**src/rtl/adc_pll_pkg.sv**
```systemverilog
// Shared constants for the ADC sampling-PLL reset/lock sequencer.
package adc_pll_pkg;

  typedef logic [2:0] state_t;

  localparam state_t RESET_PLL = 3'd0;
  localparam state_t WAIT_LOCK = 3'd1;
  localparam state_t STABLE    = 3'd2;
  localparam state_t RUN       = 3'd3;
  localparam state_t FAULT     = 3'd4;

  localparam int unsigned DEF_PLL_RST_CYCLES      = 16;
  localparam int unsigned DEF_LOCK_STABLE_CYCLES  = 1024;
  localparam int unsigned DEF_LOCK_TIMEOUT_CYCLES = 50000;
  localparam int unsigned DEF_MAX_ATTEMPTS        = 4;
  localparam int unsigned DEF_CNT_W               = 16;

  localparam int unsigned LLC_W = 8;
  localparam int unsigned ATT_W = 4;

endpackage

```
**src/rtl/sync_2ff.sv**
```systemverilog
// Single-bit two-flop synchronizer with async active-low reset (resets to 0).
module sync_2ff (
  input  logic clk_i,
  input  logic rst_n_i,
  input  logic d_i,
  output logic q_o
);

  logic meta_q;
  logic sync_q;

  always_ff @(posedge clk_i or negedge rst_n_i) begin
    if (!rst_n_i) begin
      meta_q <= 1'b0;
      sync_q <= 1'b0;
    end else begin
      meta_q <= d_i;
      sync_q <= meta_q;
    end
  end

  assign q_o = sync_q;

endmodule

```
**src/rtl/adc_pll_reset_seq.sv**
```systemverilog
// PLL reset/lock sequencer: pulses PLL reset, qualifies lock, releases sys reset,
// recovers from lock loss and latches a fault after repeated failed attempts.
//
// state     | meaning
// RESET_PLL | pll_rst held high for PLL_RST_CYCLES
// WAIT_LOCK | waiting for synchronized lock, bounded by LOCK_TIMEOUT_CYCLES
// STABLE    | lock must hold LOCK_STABLE_CYCLES uninterrupted
// RUN       | downstream released, ready high
// FAULT     | too many failed attempts; waits for relock_req
module adc_pll_reset_seq
  import adc_pll_pkg::*;
#(
  parameter int unsigned PLL_RST_CYCLES      = DEF_PLL_RST_CYCLES,
  parameter int unsigned LOCK_STABLE_CYCLES  = DEF_LOCK_STABLE_CYCLES,
  parameter int unsigned LOCK_TIMEOUT_CYCLES = DEF_LOCK_TIMEOUT_CYCLES,
  parameter int unsigned MAX_ATTEMPTS        = DEF_MAX_ATTEMPTS,
  parameter int unsigned CNT_W               = DEF_CNT_W
) (
  input  logic             clk_i,
  input  logic             rst_n_i,
  input  logic             pll_locked_i,
  input  logic             relock_req_i,
  output logic             pll_rst_o,
  output logic             sys_rst_n_o,
  output logic             ready_o,
  output logic             fault_o,
  output logic [LLC_W-1:0] lock_loss_cnt_o,
  output logic [ATT_W-1:0] attempt_cnt_o
);

  localparam logic [CNT_W-1:0] RST_TC = CNT_W'(PLL_RST_CYCLES - 1);
  localparam logic [CNT_W-1:0] STB_TC = CNT_W'(LOCK_STABLE_CYCLES - 1);
  localparam logic [CNT_W-1:0] TO_TC  = CNT_W'(LOCK_TIMEOUT_CYCLES - 1);
  localparam logic [ATT_W-1:0] ATT_MAX = ATT_W'(MAX_ATTEMPTS);

  logic             lk;
  state_t           state_q, state_d;
  logic [CNT_W-1:0] cnt_q, cnt_d;
  logic [ATT_W-1:0] att_q, att_d;
  logic [LLC_W-1:0] llc_q, llc_d;
  logic             pll_rst_q, sys_rst_n_q, ready_q, fault_q;

  sync_2ff u_lock_sync (
    .clk_i   (clk_i),
    .rst_n_i (rst_n_i),
    .d_i     (pll_locked_i),
    .q_o     (lk)
  );

  always_comb begin
    state_d = state_q;
    cnt_d   = (&cnt_q) ? cnt_q : cnt_q + CNT_W'(1);
    att_d   = att_q;
    llc_d   = llc_q;
    case (state_q)
      RESET_PLL: begin
        if (relock_req_i) begin
          cnt_d = '0;
        end else if (cnt_q == RST_TC) begin
          state_d = WAIT_LOCK;
        end
      end
      WAIT_LOCK: begin
        // relock outranks a coincident timeout so no attempt is charged
        if (relock_req_i) begin
          state_d = RESET_PLL;
        end else if (lk) begin
          state_d = STABLE;
        end else if (cnt_q == TO_TC) begin
          att_d   = att_q + ATT_W'(1);
          state_d = (att_d == ATT_MAX) ? FAULT : RESET_PLL;
        end
      end
      STABLE: begin
        if (relock_req_i) begin
          state_d = RESET_PLL;
        end else if (!lk) begin
          state_d = WAIT_LOCK;
        end else if (cnt_q == STB_TC) begin
          state_d = RUN;
          att_d   = '0;
        end
      end
      RUN: begin
        // lock loss outranks relock so it is always counted
        if (!lk) begin
          state_d = RESET_PLL;
          if (llc_q != '1) llc_d = llc_q + LLC_W'(1);
        end else if (relock_req_i) begin
          state_d = RESET_PLL;
        end
      end
      FAULT: begin
        if (relock_req_i) begin
          state_d = RESET_PLL;
          att_d   = '0;
        end
      end
      default: begin
        state_d = RESET_PLL;
      end
    endcase
    if (state_d != state_q) cnt_d = '0;
  end

  always_ff @(posedge clk_i or negedge rst_n_i) begin
    if (!rst_n_i) begin
      state_q     <= RESET_PLL;
      cnt_q       <= '0;
      att_q       <= '0;
      llc_q       <= '0;
      pll_rst_q   <= 1'b1;
      sys_rst_n_q <= 1'b0;
      ready_q     <= 1'b0;
      fault_q     <= 1'b0;
    end else begin
      state_q     <= state_d;
      cnt_q       <= cnt_d;
      att_q       <= att_d;
      llc_q       <= llc_d;
      pll_rst_q   <= (state_d == RESET_PLL);
      sys_rst_n_q <= (state_d == RUN);
      ready_q     <= (state_d == RUN);
      fault_q     <= (state_d == FAULT);
    end
  end

  assign pll_rst_o       = pll_rst_q;
  assign sys_rst_n_o     = sys_rst_n_q;
  assign ready_o         = ready_q;
  assign fault_o         = fault_q;
  assign lock_loss_cnt_o = llc_q;
  assign attempt_cnt_o   = att_q;

endmodule

```
**config.mk**
```make
export PLATFORM = sky130hd
export DESIGN_NAME = adc_pll_reset_seq
export DESIGN_NICKNAME = d
export VERILOG_FILES = /design/src/rtl/adc_pll_pkg.sv /design/src/rtl/sync_2ff.sv /design/src/rtl/adc_pll_reset_seq.sv
export SDC_FILE = /design/constraint.sdc
export NUM_CORES = 1
export LEC_CHECK = 0
export BUFFER_PORTS_ARGS = -buffer_cell sky130_fd_sc_hd__clkbuf_2
export CORE_MARGIN = 2
export CORE_UTILIZATION = 38
export CTS_CLUSTER_SIZE = 30
export DETAILED_ROUTE_END_ITERATION = 8
export GPL_ROUTABILITY_DRIVEN = 0
export REMOVE_ABC_BUFFERS = 1
export SYNTH_ARGS = -nofsm -noshare
export SYNTH_HDL_FRONTEND = slang
export SYNTH_HIERARCHICAL = 1
export SYNTH_SLANG_ARGS = --single-unit
```
**constraint.sdc**
```tcl
create_clock -name clk_i -period 4.85 [get_ports clk_i]
set_input_delay 0.2425 -clock clk_i [delete_from_list [all_inputs] [get_ports clk_i]]
set_output_delay 0.2425 -clock clk_i [all_outputs]
set_load 0.05 [all_outputs]
```
==> Word level (Yosys, flattened, before mapping) <==
Index checks and enable logic that the tools add are counted.
{ "totals": {"ff_bits": 36, "in_bits": 4, "out_inout_bits": 16, "word_cells": 62} }
{ "op_classes": {"addsub": 3, "n_eq_ne": 19, "n_mux": 24, "bitwise": 1, "n_reduce_logical": 6} }
{ "op_table": {"columns": ["op", "count"], "rows": [
  ["16-bit two-way mux", 4],
  ["3-bit two-way mux", 11],
  ["4-bit two-way mux", 7],
  ["16-bit by 1-bit adder with 16-bit output (second input constant)", 1],
  ["16-bit by 10-bit == test with 1-bit output (second input constant)", 1],
  ["16-bit == test (second input constant)", 1],
  ["16-bit by 4-bit == test with 1-bit output (second input constant)", 1],
  ["16-bit AND reduction", 1],
  ["3-bit one-hot mux with 5 select lines", 1],
  ["2-bit inequality test (second input constant)", 6],
  ["4-bit one-hot mux with 3 select lines", 1],
  ["3-bit by 2-bit == test with 1-bit output (second input constant)", 3],
  ["8-bit by 1-bit adder with 8-bit output (second input constant)", 1],
  ["8-bit inequality test (second input constant)", 1],
  ["8-bit AND reduction", 1],
  ["3-bit == test (second input constant)", 2],
  ["3-bit logical NOT", 2],
  ["4-bit by 1-bit adder with 4-bit output (second input constant)", 1],
  ["4-bit by 3-bit == test with 1-bit output (second input constant)", 1],
  ["3-bit by 1-bit == test with 1-bit output (second input constant)", 1],
  ["3-bit inequality test", 1],
  ["3-bit AND reduction", 1],
  ["3-bit nonzero test", 1],
  ["2-bit by 1-bit inequality test with 1-bit output (second input constant)", 1],
  ["1-bit NOT", 1]
]} }

==> Longest topological paths before layout <==
{ "logic_depth": {"depth_word": 9, "mapped_depth": 10, "ltp_nobuf": 7} }

==> Hierarchy <==
The synthesis kept the hierarchy.
{ "modules_own_cells": {"columns": ["mod", "instances", "cells_each", "area_per_inst_um2", "seq_area_each_um2"], "rows": [
  ["adc_pll_reset_seq", 1, 195, 1858.0, 852.1],
  ["sync_2ff", 1, 2, 50.0, 50.0]
]} }

==> Worst setup path before layout <==
Ideal clock, no wire load.
{ "synth_path": {"path_kind": "flip-flop to flip-flop", "start": "reg llc_q[2] (netlist: lock_loss_cnt_o[2])", "end": "reg llc_q[3] (netlist: lock_loss_cnt_o[3])", "t_arrival_ps": 2101, "path_slack_ps": 2608, "path_stages_with_launch": 7, "path_buffers": 0, "period_less_slack_ps": 2242, "cell_sequence": "dfrtp_1 and3_1 and3_1 a311oi_1 and3_1 nand2_1 xnor2_1"} }
{ "synth_via": {"elab_chain_cells": 2, "word_cells_on_any_way": 3, "cone_classes": "1 x add/sub; 1 x eq/ne; 1 x reduce/logical"} }
{ "synth_lines": {"columns": ["element", "line", "source"], "rows": [
  ["start: declaration", "adc_pll_reset_seq.sv:40", "logic [LLC_W-1:0] llc_q, llc_d;"],
  ["start signal: assignment", "adc_pll_reset_seq.sv:120", "llc_q <= llc_d;"],
  ["branches (longest 2 deep; another with 8-bit by 1-bit adder with 8-bit output)", null, null]
]} }
Several ways; the timed one is not identified.
A chain may end at the register's enable or synchronous reset.

==> Worst setup path after layout <==
{ "layout_path": {"start": "reg cnt_q[0]", "end": "reg att_q[3] (netlist: attempt_cnt_o[3])"} }
{ "layout_via": {"elab_chain_cells": 3, "word_cells_on_any_way": 5, "cone_classes": "4 x eq/ne; 1 x reduce/logical"} }
{ "layout_lines": {"columns": ["element", "line", "source"], "rows": [
  ["start: declaration", "adc_pll_reset_seq.sv:38", "logic [CNT_W-1:0] cnt_q, cnt_d;"],
  ["start signal: assignment", "adc_pll_reset_seq.sv:118", "cnt_q <= cnt_d;"],
  ["16-bit by 10-bit == test with 1-bit output or 16-bit == test (tied branches)", "adc_pll_reset_seq.sv:79, adc_pll_reset_seq.sv:69", null],
  ["2-bit inequality test (no line)", null, null],
  ["8-bit AND reduction (no line) *", null, null],
  ["end signal: assignment", "adc_pll_reset_seq.sv:119", "att_q <= att_d;"],
  ["end: declaration", "adc_pll_reset_seq.sv:39", "logic [ATT_W-1:0] att_q, att_d;"]
]} }
Mark *: on every way between the ends. The rest lies on a longest branch, timed or not.

==> impl_metrics.ini <==
[run_status]
status = complete, no violations

[critical_path]
critPathLaunchType = flop
r2r_end = attempt_cnt_o[3]
critPathMaxFanout = 8
critical_path_buf_inv_count = 0
crit_type = reg -> reg
critical_path.top_delay_family = simple AND/OR/NAND/NOR gates
crit_path_end_kind = flop
cp.arrival_ns = 2.51
max_stage_delay_ns = 0.50
rrSetupSlack_ns = 2.57
r2r_start = cnt_q[0]
worstPathCellList = ha_1 -> and3_1 -> nand4_1 -> o32ai_1 -> o21ai_1 -> or4_1 -> nand3_1
startpoint = cnt_q[0]
cp_slowest_cell = or4_1
required_ns = 5.08
ff2ff_path_depth = 7

[yosys]
synth_cell_type_count = 50
synth-edff-count = 0
netlist_area_mm2 = 0.001908
synthFlopType = dfrtp_1
synth_seq_cells = 36
yosys_warnings = 6
synthArstFlopShare_pct = 100.0
syn_avg_cell_area_um2 = 9.686
seq_area_frac_synth_pct = 47.28
synthCells = 197

[min_path]
hold_path_depth = 1
hold_path_end = u_lock_sync/meta_q
hold_path_class = in -> reg
hp-start = pll_locked_i

[global_routing]
grt_remaining_overflow = 0
grt_pass1_wl_mm = 6.147
antenna_found_initial = 0
track_usage_pct = 14.42
grt_max_degree = 37
grt_pass1_vias = 1291

[clocking]
cts_num_sinks = 36
hold_buffers = 0
cts_buffer_depth = 2
path_clk_slew_ns = 0.08
root_buffer = clkbuf_8
post_cts_buffers = 0
cts_buffers = 5
ctsResizeCount = 0
clk_latency_ns = 0.29
cts_tree = built
cts_max_level = 2

[timing]
relSlewSlack_pct = 40.33
drv_slew = 0
finalHoldViolations = 0
post-route-min-period_ns = 2.284
grt_setup_unrepaired = false
skew_ns = 0.007297
finalWorstSetupSlack_ns = 2.566
timing.fmax_mhz = 437.8
final-setup-viol-count = 0
fin_tns_setup_ns = 0
worstMarginPinSlew_ns = 0.8951
post-route-period-util_pct = 47.10

[detailed_routing]
ant_nets = 0
post-route-drc-count = 0
vias = 1431
drtIter0Drc = 122
post_drt_via_cell_ratio = 5.057
wl_mm = 3.697
first_pass_iters = 4
wl_per_cell_um = 13.06

[placed_design]
dpl.cell_count = 275
post-dp-hpwl_mm = 2.585
pre_cts_ws_ns = 2.574
port-buffer-count = 19

[final_layout]
layout_commonest_cell = dfrtp_1
final_cell_mix = dfrtp_1, nor2_1, clkbuf_2
fin_util_pct = 44.73
area_delta_synth_final_pct = 12.20
n_antenna_cell = 0
instances_no_fill = 283
final_layout_size_suffix_gt1_share_pct = 16.67
fin_nets = 222

[power_and_ir_drop]
leakagePower_nw = 0.9698
p_per_area_mw_per_mm2 = 322.6
power_w = 0.0006906
ir_drop_mv = 0.1309

[floorplan]
die_w_um = 74.86
core_area_mm2 = 0.004786
die_h_um = 74.86
ioPinCount = 20
start_util_pct = 39.87
die_area_mm2 = 0.005604
rows = 25

[flow_run]
drv_cap = 0
## per-stage QoR
step | hold slack (ns) | instance area [um2]
4_1_cts | 0.04631 | 2141
3_5_place_dp | 0.3395 | 2033
6_report | 0.05335 | 2141
3_3_place_gp | 0.3377 | 2033
5_1_grt | 0.04569 | 2141
2_1_floorplan | -0.05309 | 1854
## sequential cells by signal, indices dropped and copies added, names as in the netlist
register            count
attempt_cnt_o           4
lock_loss_cnt_o         8
state_q                 3
u_lock_sync/q_o         1
pll_rst_o               1
fault_o                 1
ready_o                 1
u_lock_sync/meta_q      1
cnt_q                  16
## how the worst max path moves through the flow
| stage | end | slack [ns] | cells past startpoint |
|---|---|---|---|
| 2_1_floorplan | lock_loss_cnt_o[3] | 2.61 | 6 |
| 3_3_place_gp | attempt_cnt_o[3] | 2.65 | 7 |
| 3_5_place_dp | attempt_cnt_o[3] | 2.57 | 7 |
| 4_1_cts | attempt_cnt_o[3] | 2.56 | 7 |
| 5_1_grt | attempt_cnt_o[3] | 2.38 | 7 |
| 6_report | attempt_cnt_o[3] | 2.57 | 7 |
## layer usage
| layer | track usage, % | vias to the layer above | part of all wire [%] | wire length [um] |
|---|---|---|---|---|
| met3 | 3.882 | 4 | 3.6 | 132 |
| met4 | 5.357 | 0 | 1.4 | 52 |
| li1 | - | 740 | - | - |
| met5 | 0 | - | 0 | 0 |
| met2 | 20.08 | 30 | 42 | 1535 |
| met1 | 21.36 | 657 | 53 | 1977 |
## final cells by class
type | instances | area [um2]
Timing Repair Buffer | 19 | 95.09
Sequential cell | 36 | 902.1
Clock inverter | 2 | 35.03
Fill cell | 450 | 2645
Inverter | 2 | 7.507
Tap cell | 67 | 83.83
Multi-Input combinational cell | 151 | 944.7
Clock buffer | 6 | 72.57
## cells in the mapped netlist (2+ instances only)
| cell | count | area share [%] |
|---|---|---|
| a211oi_1 | 2 | 0.79 |
| a21oi_1 | 5 | 1.3 |
| a31oi_1 | 3 | 0.98 |
| and2_1 | 4 | 1.3 |
| and3_1 | 7 | 2.3 |
| clkbuf_1 | 4 | 0.79 |
| dfrtp_1 | 35 | 46 |
| ha_1 | 3 | 2.0 |
| inv_1 | 2 | 0.39 |
| mux2i_1 | 4 | 2.1 |
| nand2_1 | 15 | 3.0 |
| nand2b_1 | 6 | 2.0 |
| nand3_1 | 14 | 3.7 |
| nand3b_1 | 2 | 0.79 |
| nand4_1 | 9 | 3.0 |
| nor2_1 | 23 | 4.5 |
| nor3_1 | 7 | 1.8 |
| o21ai_0 | 8 | 2.1 |
| or4_1 | 2 | 0.79 |
| xnor2_1 | 7 | 3.2 |
| xor2_1 | 6 | 2.8 |
## cells by family (layout without fill, tap and decap cells)
group / Yosys count / after routing / share of synthesized area (%)
AOI/OAI and AO/OA: 30 / 30 / 10.95
xor gates and xnor gates: 13 / 13 / 5.967
adders and majority gates: 3 / 3 / 1.967
buffers and inverters: 10 / 29 / 3.213
DFF: 36 / 36 / 47.28
muxes: 5 / 5 / 2.689
and+or+nand+nor: 100 / 100 / 27.93
## power by group
group / leakage (nW) / total (W) / internal [W] / switching [W]
Clock: 0.0552 / 0.000263 / 0.000153 / 0.000110
Combinational: 0.433 / 0.0000940 / 0.0000274 / 0.0000666
Sequential: 0.481 / 0.000334 / 0.000316 / 0.0000174
Power figures use the tool's default switching activity.
